## config.mk

```make
export PLATFORM = sky130hd
export DESIGN_NAME = fetch_unit
export DESIGN_NICKNAME = d
export VERILOG_FILES = /design/src/rtl/fetch_unit_pkg.sv /design/src/rtl/fetch_unit.sv
export SDC_FILE = /design/constraint.sdc
export NUM_CORES = 1
export LEC_CHECK = 0
export BUFFER_PORTS_ARGS = -buffer_cell sky130_fd_sc_hd__buf_2
export CORE_ASPECT_RATIO = 1.25
export CORE_MARGIN = 4
export CORE_UTILIZATION = 54
export CTS_CLUSTER_DIAMETER = 200
export CTS_CLUSTER_SIZE = 25
export DETAILED_ROUTE_END_ITERATION = 8
export MAX_ROUTING_LAYER = met4
export PLACE_DENSITY = 0.83
export SYNTH_ARGS = -nofsm -noshare
export SYNTH_HDL_FRONTEND = slang
export SYNTH_SLANG_ARGS = --single-unit
```

## constraint.sdc

```tcl
create_clock -name clk -period 2.15 [get_ports clk]
set_input_delay 0.43 -clock clk [delete_from_list [all_inputs] [get_ports clk]]
set_output_delay 0.43 -clock clk [all_outputs]
set_load 0.005 [all_outputs]
```

## src/rtl/fetch_unit_pkg.sv

```systemverilog
// Shared pipeline types for the fetch stage and its hazard-control neighbours.
package fetch_unit_pkg;

    localparam int unsigned XLEN       = 32;
    localparam int unsigned PIPE_REQ_W = 2;

    typedef enum logic [1:0] {
        FS_REQ  = 2'd0,
        FS_WAIT = 2'd1,
        FS_DROP = 2'd2,
        FS_HOLD = 2'd3
    } fetch_state_t;

    typedef struct packed {
        logic            valid;
        logic [XLEN-1:0] pc;
        logic [XLEN-1:0] inst;
    } FetchInfo;

    typedef struct packed {
        logic [PIPE_REQ_W-1:0] stall_req;
        logic [PIPE_REQ_W-1:0] flush_req;
    } PipeRequest;

    typedef struct packed {
        logic stall;
        logic flush;
    } PipeControl;

    function automatic logic [XLEN-1:0] word_align(input logic [XLEN-1:0] addr);
        return {addr[XLEN-1:2], 2'b00};
    endfunction

endpackage

```

## src/rtl/fetch_unit.sv

```systemverilog
// Instruction fetch: one outstanding imem read, redirect/flush handling and a
// single-entry hold buffer for responses that arrive while decode is stalled.
module fetch_unit
    import fetch_unit_pkg::*;
#(
    parameter logic [XLEN-1:0] RESET_PC = 32'h0000_0000
) (
    input  logic            clk,
    input  logic            rst,
    output PipeRequest      req,
    input  PipeControl      pipe,
    input  logic            redirect_valid,
    input  logic [XLEN-1:0] redirect_pc,
    output logic            imem_req_valid,
    output logic [XLEN-1:0] imem_req_addr,
    input  logic            imem_req_ready,
    input  logic            imem_resp_valid,
    input  logic [XLEN-1:0] imem_resp_data,
    output FetchInfo        fetch_info,
    output logic            error
);

    fetch_state_t    state, state_n;
    logic [XLEN-1:0] pc, pc_n;
    logic [XLEN-1:0] req_pc, req_pc_n;
    FetchInfo        hold, hold_n;
    FetchInfo        info_n;
    logic            kill;

    // Fetch never asks the pipeline to stall or flush.
    assign req = '0;

    // Next-state, next-pc and decode-stage payload.
    always_comb begin
        state_n  = state;
        pc_n     = pc;
        req_pc_n = req_pc;
        hold_n   = hold;
        info_n   = fetch_info;
        kill     = redirect_valid | pipe.flush;

        if (!pipe.stall) begin
            info_n.valid = 1'b0;
        end
        if (redirect_valid) begin
            pc_n = word_align(redirect_pc);
        end

        case (state)
            FS_REQ: begin
                if (kill) begin
                    // An accepted-but-abandoned request still owes a response.
                    state_n = imem_req_ready ? FS_DROP : FS_REQ;
                end else if (imem_req_ready) begin
                    req_pc_n = pc;
                    pc_n     = pc + XLEN'(4);
                    state_n  = FS_WAIT;
                end
            end
            FS_WAIT: begin
                if (kill) begin
                    state_n = imem_resp_valid ? FS_REQ : FS_DROP;
                end else if (imem_resp_valid) begin
                    if (pipe.stall) begin
                        hold_n  = '{valid: 1'b1, pc: req_pc, inst: imem_resp_data};
                        state_n = FS_HOLD;
                    end else begin
                        info_n  = '{valid: 1'b1, pc: req_pc, inst: imem_resp_data};
                        state_n = FS_REQ;
                    end
                end
            end
            FS_HOLD: begin
                if (kill) begin
                    state_n = FS_REQ;
                end else if (!pipe.stall) begin
                    info_n  = hold;
                    state_n = FS_REQ;
                end
            end
            FS_DROP: begin
                if (imem_resp_valid) begin
                    state_n = FS_REQ;
                end
            end
            default: state_n = FS_REQ;
        endcase

        if (kill) begin
            info_n.valid = 1'b0;
            hold_n       = '0;
        end
    end

    always_ff @(posedge clk) begin
        if (rst) begin
            state          <= FS_REQ;
            pc             <= RESET_PC;
            req_pc         <= '0;
            hold           <= '0;
            fetch_info     <= '0;
            error          <= 1'b0;
            imem_req_valid <= 1'b1;
            imem_req_addr  <= RESET_PC;
        end else begin
            state          <= state_n;
            pc             <= pc_n;
            req_pc         <= req_pc_n;
            hold           <= hold_n;
            fetch_info     <= info_n;
            error          <= redirect_valid && (redirect_pc[1:0] != 2'b00);
            imem_req_valid <= (state_n == FS_REQ);
            imem_req_addr  <= pc_n;
        end
    end

endmodule

```

**Word-level counts from Yosys, hierarchy flattened**

Index checks and enable logic that the tools add are counted.

- Add/subtract/negate cells: 1
- Equal/unequal tests: 8
- Multiplexer cells: 22
- Bitwise logic cells: 2
- Reductions and logical operators: 9

Operators by type and width:

| kind | number |
|---|---|
| $mux 65 | 5 |
| $pmux 65 s2 | 1 |
| $mux 32 | 4 |
| $add 32x3->32 const B | 1 |
| $mux 2 | 10 |
| $ne 2x2->1 const B | 5 |
| $pmux 2 s4 | 1 |
| $reduce_and 3->1 | 2 |
| $reduce_and 6->1 | 1 |
| $eq 2x2->1 const B | 2 |
| $logic_not 2->1 | 2 |
| $reduce_bool 2->1 | 2 |
| $eq 2x1->1 const B | 1 |
| $reduce_or 2->1 | 1 |
| $logic_and 1x1->1 | 1 |
| $mux 1 | 1 |
| $not 1->1 | 1 |
| $or 1x1->1 | 1 |

- Flip-flop bits (word level): 198
- Output and inout port bits: 103

**Logic depth before layout (Yosys ltp)**

Gate-level depths: netlist of run 1.

- Depth after elaboration: 5
- Gate-level depth with buffers: 8

**Worst setup path after synthesis of run 1**

Ideal clock, no wire load.

- Path kind: in2reg
- Start: input pipe[0] (netlist bit)
- End: register pc[26]
- Arrival: 1.865 ns
- Required time: 2.067 ns
- Path slack: 0.202 ns
- Stages on the path: 6
- Path buffers: 2
- Cell sequence: clkbuf_1 -> or2_1 -> buf_2 -> or4_1 -> or4_1 -> o221ai_1

- Cells in the longest elaborated chain, start to end: 3

RTL lines:

| element | line | text |
|---|---|---|
| start: declaration | fetch_unit.sv:11 | `input PipeControl pipe,` |
| $or 1x1->1 | fetch_unit.sv:40 | `kill = redirect_valid \| pipe.flush;` |
| $mux 32 | fetch_unit.sv:51 | `if (kill) begin` |
| $mux 32 | fetch_unit.sv:49 | `case (state)` |
| end signal: assignment | fetch_unit.sv:107 | `pc <= pc_n;` |
| end: declaration | fetch_unit.sv:24 | `logic [XLEN-1:0] pc, pc_n;` |

Every way passes these cells.
A chain may end at the register's enable or synchronous reset.

**Final worst setup path of run 1**

- Start: register pc[14]
- End: register pc[19]

- Cells in the longest elaborated chain, start to end: 4

RTL lines:

| element | line | text |
|---|---|---|
| $add 32x3->32 | fetch_unit.sv:56 | `pc_n = pc + XLEN'(4);` |
| $mux 32 | fetch_unit.sv:54 | `end else if (imem_req_ready) begin` |
| $mux 32 | fetch_unit.sv:51 |  |
| $mux 32 | fetch_unit.sv:49 |  |

Every way passes these cells.

==> results of run 1 <==
==> metrics by stage <==
step	hold WS, ps	util, %	instances	total power [mW]
CTS	231	67.2	1298	7.54
global route	247	67.2	1298	7.74
global placement	441	63.0	1266	4.35
finish	249	67.2	1298	7.51
detailed placement	446	63.0	1266	4.36
floorplan	436	-	969	4.12
==> final timing paths <==
kind | startpoint | to | slack, ps | cells past startpoint
hold reg to reg | hold[7] | hold[7] | 450 | 2
setup reg to reg | pc[14] | pc[19] | 160 | 4
hold / removal | imem_resp_data[31] | hold[31] | 250 | 3
setup / recovery | pc[14] | pc[19] | 160 | 4
==> power groups by stage <==
stage          logic, mW  registers (mW)  clock network, mW
4_1_cts            0.487            3.79               3.26
3_3_place_gp       0.478            3.87                  0
6_report           0.490            3.79               3.22
2_1_floorplan      0.254            3.87                  0
3_5_place_dp       0.483            3.88                  0
5_1_grt            0.532            3.80               3.41
==> worst max-delay path, cell delays in order, from the launching register on <==
cell,delay (ps)
dfxtp_1,450
nand4_1,180
or4_1,690
or4_1,440
a31oi_1,170
==> state kept, by name, summed over array words and instances (netlist names) <==
signal	count
pc	32
state	2
fetch_info	65
req_pc	32
hold	65
error	1
imem_req_valid	1
==> metal layers <==
| metal | wire length [um] | up-vias |
|---|---|---|
| met2 | 11000 | 386 |
| met5 | 0 | - |
| met1 | 9200 | 3645 |
| met3 | 1780 | 41 |
| met4 | 429 | 0 |
| li1 | - | 3763 |
==> Yosys cell counts (2+ instances only) <==
library cell    n
xor2_1          3
buf_1          10
or4_1           8
mux2i_1         4
or2_2           2
o221ai_1        5
buf_2          18
o21ai_0         4
mux2_2          2
a21oi_1       106
nor2_1         77
o21a_1          2
a311o_1         4
a222oi_1       37
o211ai_1        5
nor3_1         35
a2111oi_0       2
dfxtp_1       198
a221oi_1       28
nor4_1          8
nor2b_1         2
clkbuf_1       56
nand4_1        12
and4_1          5
nand2_1       216
inv_1           6
xnor2_1         2
a311oi_1        4
buf_6           3
o311ai_0        4
or3_1           5
a31oi_1        14
buf_4           5
o31a_1          3
and2_1          9
a211oi_1        4
and3_1          9
nand3_1        22
==> final cells by class <==
cell class | instances | area, sq um | area share [%]
inverters | 7 | 26.3 | 0.269
flip-flops and latches | 198 | 3960 | 40.6
well taps | 178 | 223 | 2.28
clock inverters | 10 | 120 | 1.23
repair buffers | 212 | 1230 | 12.6
multi-input cells | 671 | 3710 | 38.0
clock buffers | 22 | 484 | 4.96
==> kinds of logic (layout without fill, tap and decap cells) <==
logic type / Yosys count / in the layout / synth area share, %
xor gates and xnor gates: 5 / 5 / 0.542
muxes: 6 / 6 / 0.774
other: 1 / 4 / 0.0464
and+or+nand+nor: 424 / 424 / 23.9
adders and majority gates: 1 / 1 / 0.155
buffers and inverters: 100 / 251 / 5.54
DFF: 198 / 198 / 49.1
AOI/OAI and AO/OA: 231 / 231 / 20.0
==> impl_metrics.tcl, run 1 <==
set metrics [dict create \
    slew-limit-headroom_pct 62.3 \
    syn_area_sq_um 8080 \
    final_nets 1179 \
    cts_tree "yes" \
    fmax_mhz 502 \
    dpl.hpwl_mm 14.9 \
    clock_sinks 198 \
    clk_latency_ps 430 \
    use_met1_pct 32.9 \
    gp_congestion 0.941 \
    row_count 49 \
    wire_per_inst_um 17.2 \
    grt_max_degree 67 \
    initial_core_util_pct 55.6 \
    powerDensity_nw_per_um2 769 \
    vias_per_cell 6.04 \
    drive_gt1_share_pct 23.4 \
    intPower_mw 5.77 \
    grtUsageTotal_pct 26.7 \
    end_kind "flip-flop" \
    ir_drop_mv 0.551 \
    ios 174 \
    cts_inserted_buffers 17 \
    ys_warn_count 0 \
    arrival_ps 2350 \
    chipHeight_um 145 \
    layout_commonest_cell "nand2_1" \
    wirelength_mm 22.4 \
    core-area_sq_um 14500 \
    cts_root_buf "clkbuf_16" \
    skew_ps 9.66 \
    synth_seq_cells 198 \
    ant_nets 0 \
    clk_transition_reported_paths_ps 70 \
    place_area_sq_um 9160 \
    fin_crit_ps 1990 \
    synth.top_cell.area_share_pct 49.1 \
    grt_pass1_vias 7356 \
    seq_area_frac_synth_pct 49.1 \
    grt_use_met2_pct 44.1 \
    hold_violations 0 \
    synth_cells 966 \
    synth_edf_count 0 \
    status "completed" \
    start_kind "flip-flop" \
    crit_type "reg -> reg" \
    diodes 0 \
    layout_common_cells "nand2_1 (215), dfxtp_1 (198), buf_2 (168)" \
    final.period_utilization_pct 92.7 \
    p_leak_nw 3.74 \
    swShare_pct 23.2 \
    clkPwrFrac_pct 42.9 \
    cp_max_fo 7 \
    grt_most_used_layer "met2" \
    first_pass_iters 7 \
    antenna_found_initial 0 \
    synth.area.top_cells "dfxtp_1 (49%), nand2_1 (10%), a21oi_1 (6.6%)" \
    htree_levels 4 \
    syn_avg_cell_area_sq_um 8.36 \
    ys.flop_type "dfxtp_1" \
    synth_top_area_cell "dfxtp_1" \
    crit_required_ps 2510 \
    hold_class "in -> reg" \
    grt_pass1_wl_mm 36.4 \
    ys_async_sr_fraction_pct 0 \
    comb_power_share_pct 6.5 \
    synth.distinct_cells 65 \
    die_w_um 117 \
    cts_setup_buffers 0 \
    tightest_slew_ps 561 \
    nFillCells 1219 \
    final_max_slew_viol_count 0 \
    setup_tns_ps 0 \
    p_sw_mw 1.74 \
    place_ws_ps 189 \
    vias 7835 \
    timing.final.ws_setup_ps 157 \
    portBuffers 169 \
    use_met3_pct 5.21 \
    globalRouteOverflowTotal 0 \
    clock_path_buffers 2 \
    dieArea_sq_um 17000 \
    rsz0062_at_grt "false" \
    power_frac_seq_pct 50.5 \
    final-setup-viol-count 0 \
    maxCapViolCount 0 \
    drc 0 \
    synthToLayoutAreaGrowth_pct 20.8 \
    hold_buffers 0 \
    drt_iter0_markers 912 \
    postLayoutCellArea_sq_um 9760 \
    cts_resized 0 \
]
No activity file was read; power rests on OpenSTA's default activity.
==> inputs of run 2 (changes only) <==
--- a/config.mk
+++ b/config.mk
@@ -14,6 +14,7 @@
 export DETAILED_ROUTE_END_ITERATION = 8
 export MAX_ROUTING_LAYER = met4
 export PLACE_DENSITY = 0.83
+export REMOVE_ABC_BUFFERS = 1
 export SYNTH_ARGS = -nofsm -noshare
 export SYNTH_HDL_FRONTEND = slang
 export SYNTH_SLANG_ARGS = --single-unit
==> run 2 against run 1 <==
Critical path depth up 2. Worst hold slack worse by 1.3 ps. Final area up 0.22%. Via count about the same. Core utilization up 0.15 points. Critical endpoint is now pc[20].
==> impl_metrics.tcl, run 2 (synthesis gave the netlist of run 1 again) <==
set metrics [dict create \
    cts_setup_buffers 0 \
    min_path_cells 3 \
    gp_congestion 0.930 \
    drc 0 \
    cp_max_fo 11 \
    rr_worst_depth 6 \
    r2r-end "pc[20]" \
    layout_common_cells "nand2_1 (214), dfxtp_1 (198), buf_2 (168)" \
    place_area_sq_um 9190 \
    crit_required_ps 2500 \
    grt_pass1_vias 7393 \
    status "completed" \
    rrSetupSlack_ps 120 \
    hold_class "in -> reg" \
    maxCapViolCount 0 \
    chipHeight_um 145 \
    crit_type "reg -> reg" \
    synthToLayoutAreaGrowth_pct 21.1 \
    cts_inserted_buffers 17 \
    final_nets 1185 \
    drt_iter0_markers 1021 \
    reg2reg_from "pc[3]" \
    rsz0062_at_grt "false" \
    row_count 49 \
    postLayoutCoreUtil_pct 67.3 \
    arrival_ps 2380 \
    ant_nets 0 \
    tightest_slew_ps 748 \
    clk_latency_ps 420 \
    cts_root_buf "clkbuf_16" \
    p_leak_nw 3.74 \
    vias_per_cell 6.01 \
    drive_gt1_share_pct 23.9 \
    portBuffers 169 \
    clock_sinks 198 \
    cp_slowest_stage_delay_ps 480 \
    slew-limit-headroom_pct 50.1 \
    path_cells "ha_1, and4_2, nand4_1, buf_4, or4_1, a31oi_1" \
    vias 7838 \
    fin_crit_ps 2030 \
    dpl.hpwl_mm 14.9 \
    setup_tns_ps 0 \
    dieArea_sq_um 17000 \
    wire_per_inst_um 17.5 \
    slowest_stage "or4_1" \
    final-setup-viol-count 0 \
    cts_resized 0 \
    hp-start "imem_resp_data[10]" \
    end_kind "flip-flop" \
    hold_buffers 0 \
    fmax_mhz 492 \
    start_kind "flip-flop" \
    grt_max_degree 70 \
    cts_tree "yes" \
    timing.final.ws_setup_ps 119 \
    skew_ps 7.00 \
    wirelength_mm 22.8 \
    core-area_sq_um 14500 \
    clock_path_buffers 2 \
    htree_levels 4 \
    ir_drop_mv 0.489 \
    holdPathEnd "hold[10]" \
    first_pass_iters 6 \
    top_regs "fetch_info: 65 flops, hold: 65 flops" \
    final_max_slew_viol_count 0 \
    final.period_utilization_pct 94.5 \
    powerDensity_nw_per_um2 762 \
    holdWs_ps 247 \
    antenna_found_initial 0 \
    hold_violations 0 \
    place_inst 1272 \
    postLayoutCellArea_sq_um 9780 \
    initial_core_util_pct 55.6 \
    place_ws_ps 122 \
    layout.cells.non_filler 1304 \
    ios 174 \
    nFillCells 1204 \
    diodes 0 \
    layout_commonest_cell "nand2_1" \
    clk_transition_reported_paths_ps 70 \
    grtUsageTotal_pct 27.2 \
    die_w_um 117 \
    grt_pass1_wl_mm 36.6 \
    power_mw 7.46 \
    globalRouteOverflowTotal 0 \
]
[run 2: cell types whose count changed in the layout (fill, tap and decap cells not counted), moves of 2 or more]
| cell | before | now |
|---|---|---|
| clkinv_2 | 2 | 0 |
| buf_4 | 39 | 46 |
| clkbuf_8 | 4 | 1 |
| clkinvlp_4 | 2 | 4 |
| inv_6 | 1 | 3 |
[run 2: where the power goes]
part	switching, mW	internal [mW]	leakage, nW
sequential	0.0604	3.72	1.60
clock	1.40	1.76	0.274
combinational	0.304	0.207	1.86
[run 2: final cells by class]
cell class                 count  area [sq um]  share of cell area, %
multi-input combinational    671          3710                   38.0
inverter                       7          26.3                  0.269
timing repair buffer         218          1270                   12.9
clock inverter                12           143                   1.46
clock buffer                  20           447                   4.57
tap                          178           223                   2.28
sequential                   198          3960                   40.5
[run 2: worst max path at each step]
stage	from	to	slack, ps	cells past startpoint
CTS	pc[3]	pc[20]	100	6
finish	pc[3]	pc[20]	120	6
global route	pc[3]	pc[26]	40	6
floorplan	state[0]	fetch_info[10]	-1650	4
detailed placement	pc[3]	pc[20]	120	6
global placement	imem_req_ready	pc[24]	160	5
[run 2: metal layers]
| metal | part of all wire, % | up-vias | global-route usage [%] |
|---|---|---|---|
| met4 | 2.3 | 0 | 10.9 |
| met2 | 49 | 379 | 45.0 |
| li1 | - | 3762 | - |
| met1 | 41 | 3653 | 33.2 |
| met5 | 0 | - | - |
| met3 | 7.5 | 44 | 5.17 |
[run 2: worst max-delay path, delay by kind of cell, from the launching register on]
family / cells / cell delay (ps)
AOI/OAI and AO/OA: 1 / 180
buffers and inverters: 1 / 190
adders and majority gates: 1 / 230
DFF: 1 / 430
and+or+nand+nor: 3 / 930
==> inputs of run 3 (changes only) <==
--- a/config.mk
+++ b/config.mk
@@ -8,12 +8,12 @@
 export BUFFER_PORTS_ARGS = -buffer_cell sky130_fd_sc_hd__buf_2
 export CORE_ASPECT_RATIO = 1.25
 export CORE_MARGIN = 4
-export CORE_UTILIZATION = 54
+export CORE_UTILIZATION = 58
 export CTS_CLUSTER_DIAMETER = 200
 export CTS_CLUSTER_SIZE = 25
 export DETAILED_ROUTE_END_ITERATION = 8
 export MAX_ROUTING_LAYER = met4
-export PLACE_DENSITY = 0.83
+export PLACE_DENSITY = 0.88
 export REMOVE_ABC_BUFFERS = 1
 export SYNTH_ARGS = -nofsm -noshare
 export SYNTH_HDL_FRONTEND = slang
==> constraint.sdc (replaced) <==
create_clock -name clk -period 2.45 [get_ports clk]
set_input_delay 0.49 -clock clk [delete_from_list [all_inputs] [get_ports clk]]
set_output_delay 0.49 -clock clk [all_outputs]
set_load 0.005 [all_outputs]
==> run 3 against run 2 <==
Worst hold slack gained 55 ps. Clock-buffer cell count is 2 lower. Core utilization rose by 4.5 points. Wire length shrank 0.60%. Via count grew 1.4%.
==> impl_metrics.tcl, run 3 (synthesis gave the netlist of run 1 again) <==
set metrics [dict create \
    status "completed" \
    layout_commonest_cell "nand2_1" \
    synthToLayoutAreaGrowth_pct 19.8 \
    rsz0062_at_grt "false" \
    antenna_found_initial 0 \
    grt_pass1_vias 7432 \
    end_kind "flip-flop" \
    cts_tree "yes" \
    nFillCells 1053 \
    layout.cells.non_filler 1282 \
    cts_inserted_buffers 17 \
    holdWs_ps 303 \
    power_mw 6.50 \
    htree_levels 4 \
    hold_buffers 0 \
    grtUsageTotal_pct 28.6 \
    register_area_sq_um 3960 \
    final_nets 1170 \
    crit_type "reg -> reg" \
    chipHeight_um 140 \
    slowest_stage "or4_1" \
    wirelength_mm 22.7 \
    final.period_utilization_pct 92.0 \
    powerDensity_nw_per_um2 672 \
    gp_congestion 0.982 \
    hold_class "in -> reg" \
    multi_input_area_sq_um 3720 \
    final_max_slew_viol_count 0 \
    drive_gt1_share_pct 23.0 \
    top_regs "fetch_info: 65 flops, hold: 65 flops" \
    ant_nets 0 \
    cts_setup_buffers 0 \
    clock_path_buffers 2 \
    wire_per_inst_um 17.7 \
    layout_common_cells "nand2_1 (214), dfxtp_1 (198), buf_2 (168)" \
    vias_per_cell 6.20 \
    crit_required_ps 2790 \
    cts_root_buf "clkbuf_16" \
    globalRouteOverflowTotal 0 \
    portBuffers 169 \
    dpl.hpwl_mm 14.7 \
    drc 0 \
    cp_max_fo 11 \
    first_pass_iters 7 \
    p_leak_nw 3.69 \
    fin_crit_ps 2250 \
    hold_violations 0 \
    fmax_mhz 444 \
    start_kind "flip-flop" \
    path_cells "ha_1, and4_1, nand4_1, or4_1, o221ai_1" \
    clock_sinks 198 \
    vias 7944 \
    ios 174 \
    cp.buffers_inverters 0 \
    grt_pass1_wl_mm 36.6 \
    place_inst 1250 \
    clk_transition_reported_paths_ps 80 \
    die_w_um 114 \
    core-area_sq_um 13500 \
    tightest_slew_ps 755 \
    critPathTopFamily "simple AND/OR/NAND/NOR gates" \
    final-setup-viol-count 0 \
    grt_max_degree 93 \
    initial_core_util_pct 60.0 \
    ir_drop_mv 0.369 \
    row_count 47 \
    skew_ps 15.6 \
    rrSetupSlack_ps 200 \
    clk_latency_ps 430 \
    arrival_ps 2590 \
    cp_slowest_stage_delay_ps 690 \
    maxCapViolCount 0 \
    cts_resized 0 \
    drt_iter0_markers 972 \
    slew-limit-headroom_pct 49.6 \
    diodes 0 \
    dieArea_sq_um 15900 \
]
-- run 3: layout make-up --
class / instances / area share, %
Clock buffer: 18 / 4.54
Clock inverter: 14 / 1.55
Inverter: 7 / 0.271
Multi-Input combinational cell: 671 / 38.4
Sequential cell: 198 / 41.0
Tap cell: 171 / 2.21
Timing Repair Buffer: 203 / 12.0
-- run 3: report_power, final --
group          internal (mW)  leakage [nW]  switching, mW
registers               3.26          1.60         0.0694
logic                  0.173          1.79          0.249
clock network           1.40         0.291           1.35
-- run 3: worst min-delay path: cells and delay by family --
kind	cells	cell delay (ps)
AOI/OAI and AO/OA	1	50
buffers and inverters	1	100
and+or+nand+nor	1	50
-- run 3: final timing paths --
check | from | endpoint | cells past startpoint
setup reg to reg | pc[2] | pc[26] | 5
hold / removal | imem_resp_data[14] | hold[14] | 3
setup / recovery | pc[2] | pc[26] | 5
hold reg to reg | hold[3] | hold[3] | 2
-- run 3: routing by layer --
layer  vias up  wire length, um  global-route usage [%]
li1       3750                -                       -
met1      3692             8950                    36.2
met2       447            11100                    45.9
met3        55             2020                    4.36
met4         0              602                    11.5
met5         -                0                       -
-- run 3: through the flow --
stage          area [sq um]  utilization [%]  worst slack [ps]  setup TNS (ps)
2_1_floorplan          7670                -             -1350          -77490
3_3_place_gp           9090             67.5               358               0
3_5_place_dp           9090             67.5               317               0
4_1_cts                9680             71.9               252               0
5_1_grt                9680             71.9               132               0
6_report               9680             71.9               195               0
